File: src/rtl/muldiv_pkg.sv
// rtl/muldiv_pkg.sv - shared op/state types and op classification helpers for the HILO unit
package muldiv_pkg;

  typedef enum logic [3:0] {
    OP_NONE  = 4'd0,
    OP_MFHI  = 4'd1,
    OP_MFLO  = 4'd2,
    OP_MTHI  = 4'd3,
    OP_MTLO  = 4'd4,
    OP_MULT  = 4'd5,
    OP_MULTU = 4'd6,
    OP_MADD  = 4'd7,
    OP_MADDU = 4'd8,
    OP_MSUB  = 4'd9,
    OP_MSUBU = 4'd10,
    OP_DIV   = 4'd11,
    OP_DIVU  = 4'd12
  } muldiv_op_t;

  typedef enum logic [1:0] {
    ST_IDLE = 2'd0,
    ST_MUL  = 2'd1,
    ST_DIV  = 2'd2,
    ST_FIX  = 2'd3
  } muldiv_state_t;

  // Undefined encodings are treated like NONE so they can never stall the pipe.
  function automatic logic is_hilo_access(muldiv_op_t op);
    return (op != OP_NONE) && (op <= OP_DIVU);
  endfunction

  function automatic logic is_mul_op(muldiv_op_t op);
    return (op >= OP_MULT) && (op <= OP_MSUBU);
  endfunction

  function automatic logic is_div_op(muldiv_op_t op);
    return (op == OP_DIV) || (op == OP_DIVU);
  endfunction

  function automatic logic is_signed_op(muldiv_op_t op);
    return (op == OP_MULT) || (op == OP_MADD) || (op == OP_MSUB) || (op == OP_DIV);
  endfunction

endpackage

File: src/rtl/div_iter.sv
// rtl/div_iter.sv - restoring unsigned divider core, one quotient bit per cycle
module div_iter #(
  parameter int WIDTH = 32
) (
  input  logic             clock,
  input  logic             reset,
  input  logic             start,
  input  logic [WIDTH-1:0] dividend,
  input  logic [WIDTH-1:0] divisor,
  output logic             done,
  output logic [WIDTH-1:0] quotient,
  output logic [WIDTH-1:0] remainder
);

  localparam int CW = $clog2(WIDTH + 1);

  logic             running;
  logic [CW-1:0]    count;
  logic [WIDTH-1:0] quo_q;
  logic [WIDTH-1:0] rem_q;
  logic [WIDTH-1:0] div_q;
  logic [WIDTH:0]   shifted;
  logic [WIDTH:0]   diff;

  // Trial subtraction of the divisor from the partial remainder with the next dividend bit shifted in.
  always_comb begin
    shifted = {rem_q, quo_q[WIDTH-1]};
    diff    = shifted - {1'b0, div_q};
  end

  // done is high in the cycle whose closing edge performs the final iteration.
  assign done      = running && (count == CW'(WIDTH - 1));
  assign quotient  = quo_q;
  assign remainder = rem_q;

  // Load operands on start, then retire one quotient bit per edge.
  always_ff @(posedge clock) begin
    if (reset) begin
      running <= 1'b0;
      count   <= '0;
      quo_q   <= '0;
      rem_q   <= '0;
      div_q   <= '0;
    end else if (start) begin
      running <= 1'b1;
      count   <= '0;
      quo_q   <= dividend;
      rem_q   <= '0;
      div_q   <= divisor;
    end else if (running) begin
      if (!diff[WIDTH]) begin
        rem_q <= diff[WIDTH-1:0];
        quo_q <= {quo_q[WIDTH-2:0], 1'b1};
      end else begin
        rem_q <= shifted[WIDTH-1:0];
        quo_q <= {quo_q[WIDTH-2:0], 1'b0};
      end
      count <= count + 1'b1;
      if (done) running <= 1'b0;
    end
  end

endmodule

File: src/rtl/muldiv_hilo.sv
// rtl/muldiv_hilo.sv - multi-cycle multiply/divide unit owning the HI/LO pair with stall interlock
module muldiv_hilo
  import muldiv_pkg::*;
#(
  parameter int WIDTH       = 32,
  parameter int MUL_LATENCY = 2
) (
  input  logic             clock,
  input  logic             reset,
  input  logic             op_valid,
  input  muldiv_op_t       op,
  input  logic [WIDTH-1:0] a,
  input  logic [WIDTH-1:0] b,
  input  logic             commit,
  output logic [WIDTH-1:0] rd_data,
  output logic             stall,
  output logic             busy,
  output logic [WIDTH-1:0] hi,
  output logic [WIDTH-1:0] lo
);

  localparam int CW = (MUL_LATENCY > 1) ? $clog2(MUL_LATENCY) : 1;

  muldiv_state_t      state;
  logic [CW-1:0]      mul_cnt;
  muldiv_op_t         op_q;
  logic [WIDTH-1:0]   a_q;
  logic [WIDTH-1:0]   b_q;
  logic [2*WIDTH-1:0] hilo;

  logic               accept;
  muldiv_op_t         m_op;
  logic [WIDTH-1:0]   m_a;
  logic [WIDTH-1:0]   m_b;
  logic               m_sgn;
  logic [2*WIDTH-1:0] ext_a;
  logic [2*WIDTH-1:0] ext_b;
  logic [2*WIDTH-1:0] product;
  logic [2*WIDTH-1:0] mul_result;

  logic               a_neg;
  logic               b_neg;
  logic [WIDTH-1:0]   mag_a;
  logic [WIDTH-1:0]   mag_b;
  logic               div_start;
  logic               div_done;
  logic [WIDTH-1:0]   div_quo;
  logic [WIDTH-1:0]   div_rem;
  logic               q_neg;
  logic               r_neg;
  logic [WIDTH-1:0]   fix_q;
  logic [WIDTH-1:0]   fix_r;

  assign hi     = hilo[2*WIDTH-1:WIDTH];
  assign lo     = hilo[WIDTH-1:0];
  assign busy   = (state != ST_IDLE);
  assign stall  = op_valid && is_hilo_access(op) && busy;
  assign accept = op_valid && commit && !busy && is_hilo_access(op);

  // Move-from reads are combinational so a released stall sees the freshly written HILO.
  always_comb begin
    rd_data = '0;
    if (op == OP_MFHI) rd_data = hi;
    else if (op == OP_MFLO) rd_data = lo;
  end

  // Multiplier takes live operands when writing at the accept edge, captured ones otherwise.
  always_comb begin
    m_op    = (state == ST_IDLE) ? op : op_q;
    m_a     = (state == ST_IDLE) ? a : a_q;
    m_b     = (state == ST_IDLE) ? b : b_q;
    m_sgn   = is_signed_op(m_op);
    ext_a   = {{WIDTH{m_sgn & m_a[WIDTH-1]}}, m_a};
    ext_b   = {{WIDTH{m_sgn & m_b[WIDTH-1]}}, m_b};
    product = ext_a * ext_b;
    case (m_op)
      OP_MADD, OP_MADDU: mul_result = hilo + product;
      OP_MSUB, OP_MSUBU: mul_result = hilo - product;
      default:           mul_result = product;
    endcase
  end

  // Divider runs on magnitudes; signs are restored from the captured operands in FIX.
  always_comb begin
    a_neg     = is_signed_op(op) & a[WIDTH-1];
    b_neg     = is_signed_op(op) & b[WIDTH-1];
    mag_a     = a_neg ? (~a + 1'b1) : a;
    mag_b     = b_neg ? (~b + 1'b1) : b;
    div_start = accept && is_div_op(op);
    q_neg     = (op_q == OP_DIV) && (a_q[WIDTH-1] ^ b_q[WIDTH-1]);
    r_neg     = (op_q == OP_DIV) && a_q[WIDTH-1];
    if (b_q == '0) begin
      fix_q = '1;
      fix_r = a_q;
    end else begin
      fix_q = q_neg ? (~div_quo + 1'b1) : div_quo;
      fix_r = r_neg ? (~div_rem + 1'b1) : div_rem;
    end
  end

  div_iter #(
    .WIDTH(WIDTH)
  ) u_div_iter (
    .clock    (clock),
    .reset    (reset),
    .start    (div_start),
    .dividend (mag_a),
    .divisor  (mag_b),
    .done     (div_done),
    .quotient (div_quo),
    .remainder(div_rem)
  );

  // Control FSM and HILO register; in-flight work only stops on reset.
  always_ff @(posedge clock) begin
    if (reset) begin
      state   <= ST_IDLE;
      mul_cnt <= '0;
      op_q    <= OP_NONE;
      a_q     <= '0;
      b_q     <= '0;
      hilo    <= '0;
    end else begin
      case (state)
        ST_IDLE: begin
          if (accept) begin
            op_q <= op;
            a_q  <= a;
            b_q  <= b;
            if (op == OP_MTHI) begin
              hilo[2*WIDTH-1:WIDTH] <= a;
            end else if (op == OP_MTLO) begin
              hilo[WIDTH-1:0] <= b;
            end else if (is_mul_op(op)) begin
              if (MUL_LATENCY == 0) begin
                hilo <= mul_result;
              end else begin
                state   <= ST_MUL;
                mul_cnt <= CW'(MUL_LATENCY - 1);
              end
            end else if (is_div_op(op)) begin
              state <= ST_DIV;
            end
          end
        end
        ST_MUL: begin
          if (mul_cnt == '0) begin
            hilo  <= mul_result;
            state <= ST_IDLE;
          end else begin
            mul_cnt <= mul_cnt - 1'b1;
          end
        end
        ST_DIV: begin
          if (div_done) state <= ST_FIX;
        end
        ST_FIX: begin
          hilo  <= {fix_r, fix_q};
          state <= ST_IDLE;
        end
        default: state <= ST_IDLE;
      endcase
    end
  end

endmodule

File: config.mk
export PLATFORM = sky130hd
export DESIGN_NAME = muldiv_hilo
export DESIGN_NICKNAME = d
export VERILOG_FILES = /design/src/rtl/muldiv_pkg.sv /design/src/rtl/div_iter.sv /design/src/rtl/muldiv_hilo.sv
export SDC_FILE = /design/constraint.sdc
export NUM_CORES = 2
export LEC_CHECK = 0
export ABC_CLOCK_PERIOD_IN_PS = 19300
export CAP_MARGIN = 20
export CORE_ASPECT_RATIO = 0.6
export CORE_MARGIN = 2
export CORE_UTILIZATION = 40
export DETAILED_ROUTE_END_ITERATION = 8
export SLEW_MARGIN = 20
export SYNTH_ARGS = -nofsm -noshare
export SYNTH_HDL_FRONTEND = slang
export SYNTH_SLANG_ARGS = --single-unit
File: constraint.sdc
create_clock -name clock -period 19.3 [get_ports clock]
set_input_delay 3.86 -clock clock [delete_from_list [all_inputs] [get_ports clock]]
set_output_delay 3.86 -clock clock [all_outputs]
set_load 0.02 [all_outputs]
* Word-level counts from Yosys, hierarchy flattened *
Cells that the tools add are included.

operators by class
  multiply operators = 1
  muxes and demuxes = 39
  reduce and logical (&&, ||, !) cells = 34
  add/subtract/negate cells = 9
  equality and inequality tests = 29
  magnitude comparators = 3
  bitwise logic cells = 9

operators with widths
  operator                 count
  $mux W32                 16
  $pmux W64 S3             1
  $add A32 B1 Y32 const B  4
  $mux W64                 2
  $not A32 Y32             4
  $pmux W64 S2             1
  $add A64 B64 Y64         1
  $mul A33 B33 Y64         1
  $sub A64 B64 Y64         1
  $sub A33 B32 Y33         1
  $eq A4 B4 Y1 const B     8
  $logic_not A32 Y1        1
  $eq A4 B3 Y1 const B     5
  $mux W2                  7
  $logic_and A1 B1 Y1      11
  $ne A2 B2 Y1 const B     5
  $reduce_and A5 Y1        2
  $mux W1                  9
  $eq A4 B2 Y1 const B     2
  $le A4 B4 Y1 const B     2
  $pmux W2 S4              1
  $logic_or A1 B1 Y1       7
  $add A6 B1 Y6 const B    1
  $eq A6 B5 Y1 const B     1
  20 further kinds         30

word-level totals
  bits in registers = 238
  input port bits = 72
  logic and storage cells = 136

* Logic depth before layout (Yosys ltp) *
  depth in word-level cells = 12
  mapped depth = 56

* Modules after synthesis *
From an unflattened synthesis, not the netlist that was laid out.

second synthesis, totals
  cells, all modules = 7323
  area, all modules = 59498.3 um^2

by module, submodules not included
  module       cells each  instances  area an instance (um^2)
  muldiv_hilo  6579        1          53388.7
  div_iter     744         1          6109.6

* Least setup slack after synthesis *
Ideal clock, no wire load.

  path kind = input to register
  from = input b[0]
  to = register hilo[63]
  setup slack = 3994 ps
  path buffers = 3
  stages = 49
  data arrival time = 15176 ps
  cell sequence = clkbuf_1 -> a21boi_1 -> clkbuf_1 -> nor2_1 -> fa_1 -> inv_1 -> fa_1 -> inv_1 -> fa_1 -> fa_1 -> inv_1 -> fa_1 -> inv_1 -> fa_1 -> inv_1 -> fa_1 -> inv_1 -> fa_1 -> (+13 left out) -> nor2_1 -> a21oi_1 -> xnor2_1 -> ha_1 -> and2_1 -> and3_1 -> o21a_1 -> o21a_1 -> o22a_1 -> a32oi_1 -> a31oi_1 -> a311o_1 -> a221o_1 -> a21oi_1 -> xnor2_1 -> xnor2_1 -> a221oi_1 -> nor3_2

on the way
  cells in the longest elaborated chain, start to end = 6
  elaborated cells on any way between the ends = 7
  those cells by class = 2 x add/sub; 1 x mul; 4 x mux

RTL lines
  item                                                  line                                  RTL
  from (decl)                                           muldiv_hilo.sv:13                     input logic [WIDTH-1:0] b,
  $mux W32 (*)                                          muldiv_hilo.sv:71                     m_b = (state == ST_IDLE) ? b : b_q;
  $mul A33 B33 Y64 (*)                                  muldiv_hilo.sv:75                     product = ext_a * ext_b;
  $sub A64 B64 Y64 or $add A64 B64 Y64 (tied branches)  muldiv_hilo.sv:78, muldiv_hilo.sv:77
  $pmux W64 S2 (*)                                      muldiv_hilo.sv:76                     case (m_op)
  $mux W64 (*)                                          muldiv_hilo.sv:147                    if (mul_cnt == '0) begin
  $pmux W64 S3 (*)                                      muldiv_hilo.sv:124                    case (state)
  to (signal assigned)                                  muldiv_hilo.sv:136                    hilo <= mul_result;
  to (signal assigned)                                  muldiv_hilo.sv:148                    hilo <= mul_result;
  to (signal assigned)                                  muldiv_hilo.sv:158                    hilo <= {fix_r, fix_q};
  to (decl)                                             muldiv_hilo.sv:29                     logic [2*WIDTH-1:0] hilo;

Mark *: on every way between the ends. The rest lies on a longest branch, timed or not. The select of a mux whose other input is x is not followed.
A chain may end at the register's enable or synchronous reset.

* Final worst setup path *
  from = input op[3]
  to = register hilo[63]

on the way
  cells in the longest elaborated chain, start to end = 11
  elaborated cells on any way between the ends = 28
  those cells by class = 2 x add/sub; 1 x mul; 1 x order compare; 9 x eq/ne; 4 x mux; 2 x bitwise; 9 x reduce/logical

RTL lines
  item                                                  line                                  RTL
  from (decl)                                           muldiv_hilo.sv:11                     input muldiv_op_t op,
  $mux W4                                               muldiv_hilo.sv:69                     m_op = (state == ST_IDLE) ? op : op_q;
  $eq A4 B3 Y1 (on tied branches)                       muldiv_pkg.sv:41, muldiv_hilo.sv:76
  $logic_or A1 B1 Y1 (3 in series)                      muldiv_pkg.sv:41                      return (op == OP_MULT) || (op == OP_MADD) || (op == OP_MSUB) || (op == OP_DIV);
  $and A1 B1 Y1 (on tied branches)                      muldiv_hilo.sv:73, muldiv_hilo.sv:74
  $mul A33 B33 Y64                                      muldiv_hilo.sv:75
  $sub A64 B64 Y64 or $add A64 B64 Y64 (tied branches)  muldiv_hilo.sv:78, muldiv_hilo.sv:77
  $pmux W64 S2                                          muldiv_hilo.sv:76
  $mux W64                                              muldiv_hilo.sv:147
  $pmux W64 S3                                          muldiv_hilo.sv:124

Parallel ways exist; a longest one is shown, timed or not. The select of a mux whose other input is x is not followed.

==> results.md <==
- The residual overflow from global routing is 0.
- The number of placed cells counting well taps is roughly 9k.
- The hold violation count in the final report is 0.
- After legalization and detailed placement, the total HPWL measured around 210,000 um.
- Once the clock tree was built, the resizer swapped 0 gates to a different size.
- At the worst endpoint, the arrival time is ~19 ns.
- Setup repair after global routing left no endpoint under its margin.
- The kind of launch point of the worst setup path is a primary input.
- The top-level port count is 170.
- The post-route DRC violation count is 0.
- The starting density of the core is a little over 40%.
- The fmax is 0.0545 GHz.
- At the pin with the least slew margin, the transition time is roughly 1.2 ns.
- Of all flip-flops after synthesis, the portion carrying an async set or reset was 0%.
- The average wire per cell in the routed design is 27.7 um.
- The clock passes through at most 3 buffers.
- In this run the tool buffered the top-level ports with roughly 170 buffer cells.
- The DRC violation total after the first TritonRoute iteration is 7,252.
- From synthesis to final layout, the design area changed by 9.34%.
- The largest net degree at the start of global routing is 79.
- By startpoint and endpoint, the worst setup path is classified as primary input to flip-flop.
- CTS saw roughly 240 sinks.
- The flow ran to the end, and the final reports show no timing, DRC or antenna violations.
- The delay of the slowest critical-path stage is about 0.85 ns.
- The synthesized design spends more area on one cell type than any other, namely fa_1.
- The primary flip-flop cell chosen by synthesis mapping is dfxtp_1.
- Measured on the finished design, the core utilization comes to 44.2%.
- Clock-pin slew was measured on the worst setup and hold paths at approximately 0.08 ns.
- The critical path capture point type is a flip-flop.
- Counting every instance in the synthesized netlist gives about 7.2k.
- The first-pass detailed-route iteration total is 8.
- The first global-routing pass estimated ~370,000 um of wire.
- The total routing usage reported by global routing is roughly a third.
- Of the cells placed in the final design, the portion with a size suffix greater than 1 is roughly 5.3%.
- The sum of negative setup slack is 0 ns.
- The critical path data required time is approximately 20 ns.
- The number of different library cells used by synthesis comes to 94.
- The tree is rooted in a clkbuf_16.
- The path class of the lowest-slack min-delay path is flip-flop to flip-flop.
- The number of antenna violations at the first check in global routing is 24.
- The sequential fraction of the synthesis area is under 10%.
- The via count of the first global-routing pass was 51.4k.
- The worst slew slack as a fraction of its limit is between 10% and 20%.
- The number of warning messages in the yosys log is 0.
- The standard-cell row count is between 100 and 150.
- The floorplan step set the die height to approximately 300 um.
- The number of setup buffers added after CTS is 0.
- The final design instance area without fill is approximately 0.064 mm2.
- The number of synthesized flops with an enable pin is 0.
- The final number of max-transition violations was 0.
- The maximum fanout along the worst path is 17.
- The number of buffers created by CTS is 25.
- The synthesized design contains 238 register bits.
- Of the post-synthesis cell area, the dominant cell type holds about two fifths.
- The number of standard cells in the final layout excluding fillers is ~9k.
- The number of nets in the final layout is 8,739.
- The cell type of the slowest stage on the worst timing path is nor4_1.
- After layout, the worst path uses between 90% and 100% of the clock period.
- The final wirelength is 254,000 um.
- Counting stages on the worst path, the most repeated cell is fa_1.
- Setup violations remaining at the end of the flow were counted as 0.
- Yosys attributes the largest share of cell area to fa_1, nand2_1, dfxtp_1.
- The setup clock skew after layout is slightly below 0.04 ns.
- The count of nets left with antenna violations once routing finished came out at 0.
- The post-detailed-route via-to-cell ratio is roughly 5.8.
- The post-synth net total is roughly 8.7k.
- In this run the cell area measured after placement is about 0.063 mm2.
- For this block, the via count after detailed routing is between 50k and 60k.
- At the end of routability-driven placement, the weighted congestion stood at ~1.0.
- The area of the core region is 0.145 mm2.
- The latest clock arrival within the worst-skew pair is ~0.60 ns.
- TritonCTS built the clock tree.
- The shortest clock period the worst path allows after layout is between 15 and 20 ns.
- Dividing the synthesized area by the synthesized cell count gives around 8.1 um2.
- Summing every instance area after synthesis gives approximately 0.06 mm2.
- Max-cap violations in this run came to 0.
- The CTS H-tree depth is 1.
- The die covers 0.150 mm2.
- The die outline width is 498 um.
- The number of buffers inserted for hold repair after clock tree synthesis is 0.
==> flip-flops by register name, indices dropped and copies added, names as in the netlist <==
register and cells:
a_q 32, b_q 32, hilo 64, mul_cnt 1
op_q 4, state 2, u_div_iter.count 6, u_div_iter.div_q 32
u_div_iter.quotient 32, u_div_iter.remainder 32, u_div_iter.running 1
==> final cells by class <==
type / count / area, um2
antenna: 7 / 17.5
inverter: 1161 / 4360
multi-input combinational: 5415 / 48300
timing repair buffer: 386 / 3330
clock inverter: 7 / 81.3
sequential: 238 / 4770
fill: 14600 / 80900
clock buffer: 35 / 713
tap: 1925 / 2410
==> path summary, 6_finish.rpt <==
check,startpoint,endpoint,slack [ns],cells past startpoint
worst max register to register,state[1]$_SDFFE_PP0P_,hilo[63]$_SDFFE_PP0P_,3.11,44
worst max-delay path,op[3],hilo[63]$_SDFFE_PP0P_,0.94,45
worst min register to register,b_q[14]$_SDFFE_PP0P_,b_q[14]$_SDFFE_PP0P_,0.48,2
worst min-delay path,b_q[14]$_SDFFE_PP0P_,b_q[14]$_SDFFE_PP0P_,0.48,2
==> cells in the mapped netlist (46+ instances only) <==
cell type	instances
a21oi_1	367
nor2_1	622
xor2_1	156
ha_1	313
inv_1	1161
fa_1	1127
mux2i_1	80
dfxtp_1	238
nand3_1	46
nor3_1	56
clkbuf_1	355
a21o_1	78
xnor2_1	188
a211oi_1	113
nand2_1	1326
o21ai_0	227
==> cell families (layout without fill, tap and decap cells) <==
family	Yosys count	after routing	synth area share [%]
compound gates	1204	1204	13.3
xor+xnor	345	345	5.17
simple gates	2343	2343	16.7
fa+ha+maj	1440	1440	45.2
other cells	0	7	0
flops	238	238	8.14
buf+inv	1555	1589	10.0
mux	83	83	1.43
==> worst max-delay path: cells and delay by family <==
kind,cells,cell delay [ns]
adder cells (fa/ha/maj),10,4.94
buffers and inverters,6,1.57
XOR/XNOR,4,0.73
AO/OA/AOI/OAI,12,3.18
AND/OR/NAND/NOR,13,4.50
==> per-stage QoR <==
| step | hold WS [ns] | setup slack, ns |
|---|---|---|
| floorplan | 0.436 | 3.99 |
| global placement | 0.453 | 0.925 |
| detailed placement | 0.462 | 0.843 |
| CTS | 0.475 | 1.40 |
| global route | 0.488 | 0.254 |
| finish | 0.476 | 0.938 |
==> cells in the final DEF, fill, tap and decap left out, types with 155 or more instances in the layout <==
cell type,Yosys,final
inv_1,1161,1159
nor2_1,622,617
o21ai_0,227,224
xnor2_1,188,188
dfxtp_1,238,235
nand2_1,1326,1313
fa_1,1127,1127
ha_1,313,313
clkdlybuf4s50_1,0,168
xor2_1,156,155
buf_4,0,216
a21oi_1,367,367
==> routing by layer <==
metal | part of all wire, % | GRT usage, % | vias up
met1 | 45 | 51.8 | 26900
met5 | 0.048 | 0 | -
li1 | - | - | 22800
met2 | 37 | 42.8 | 3178
met4 | 2.5 | 7.06 | 18
met3 | 15 | 14.6 | 332
Power is left out: the tool's default activity adds up to more than one toggle a clock period on the data nets, which glitch-free logic cannot reach.
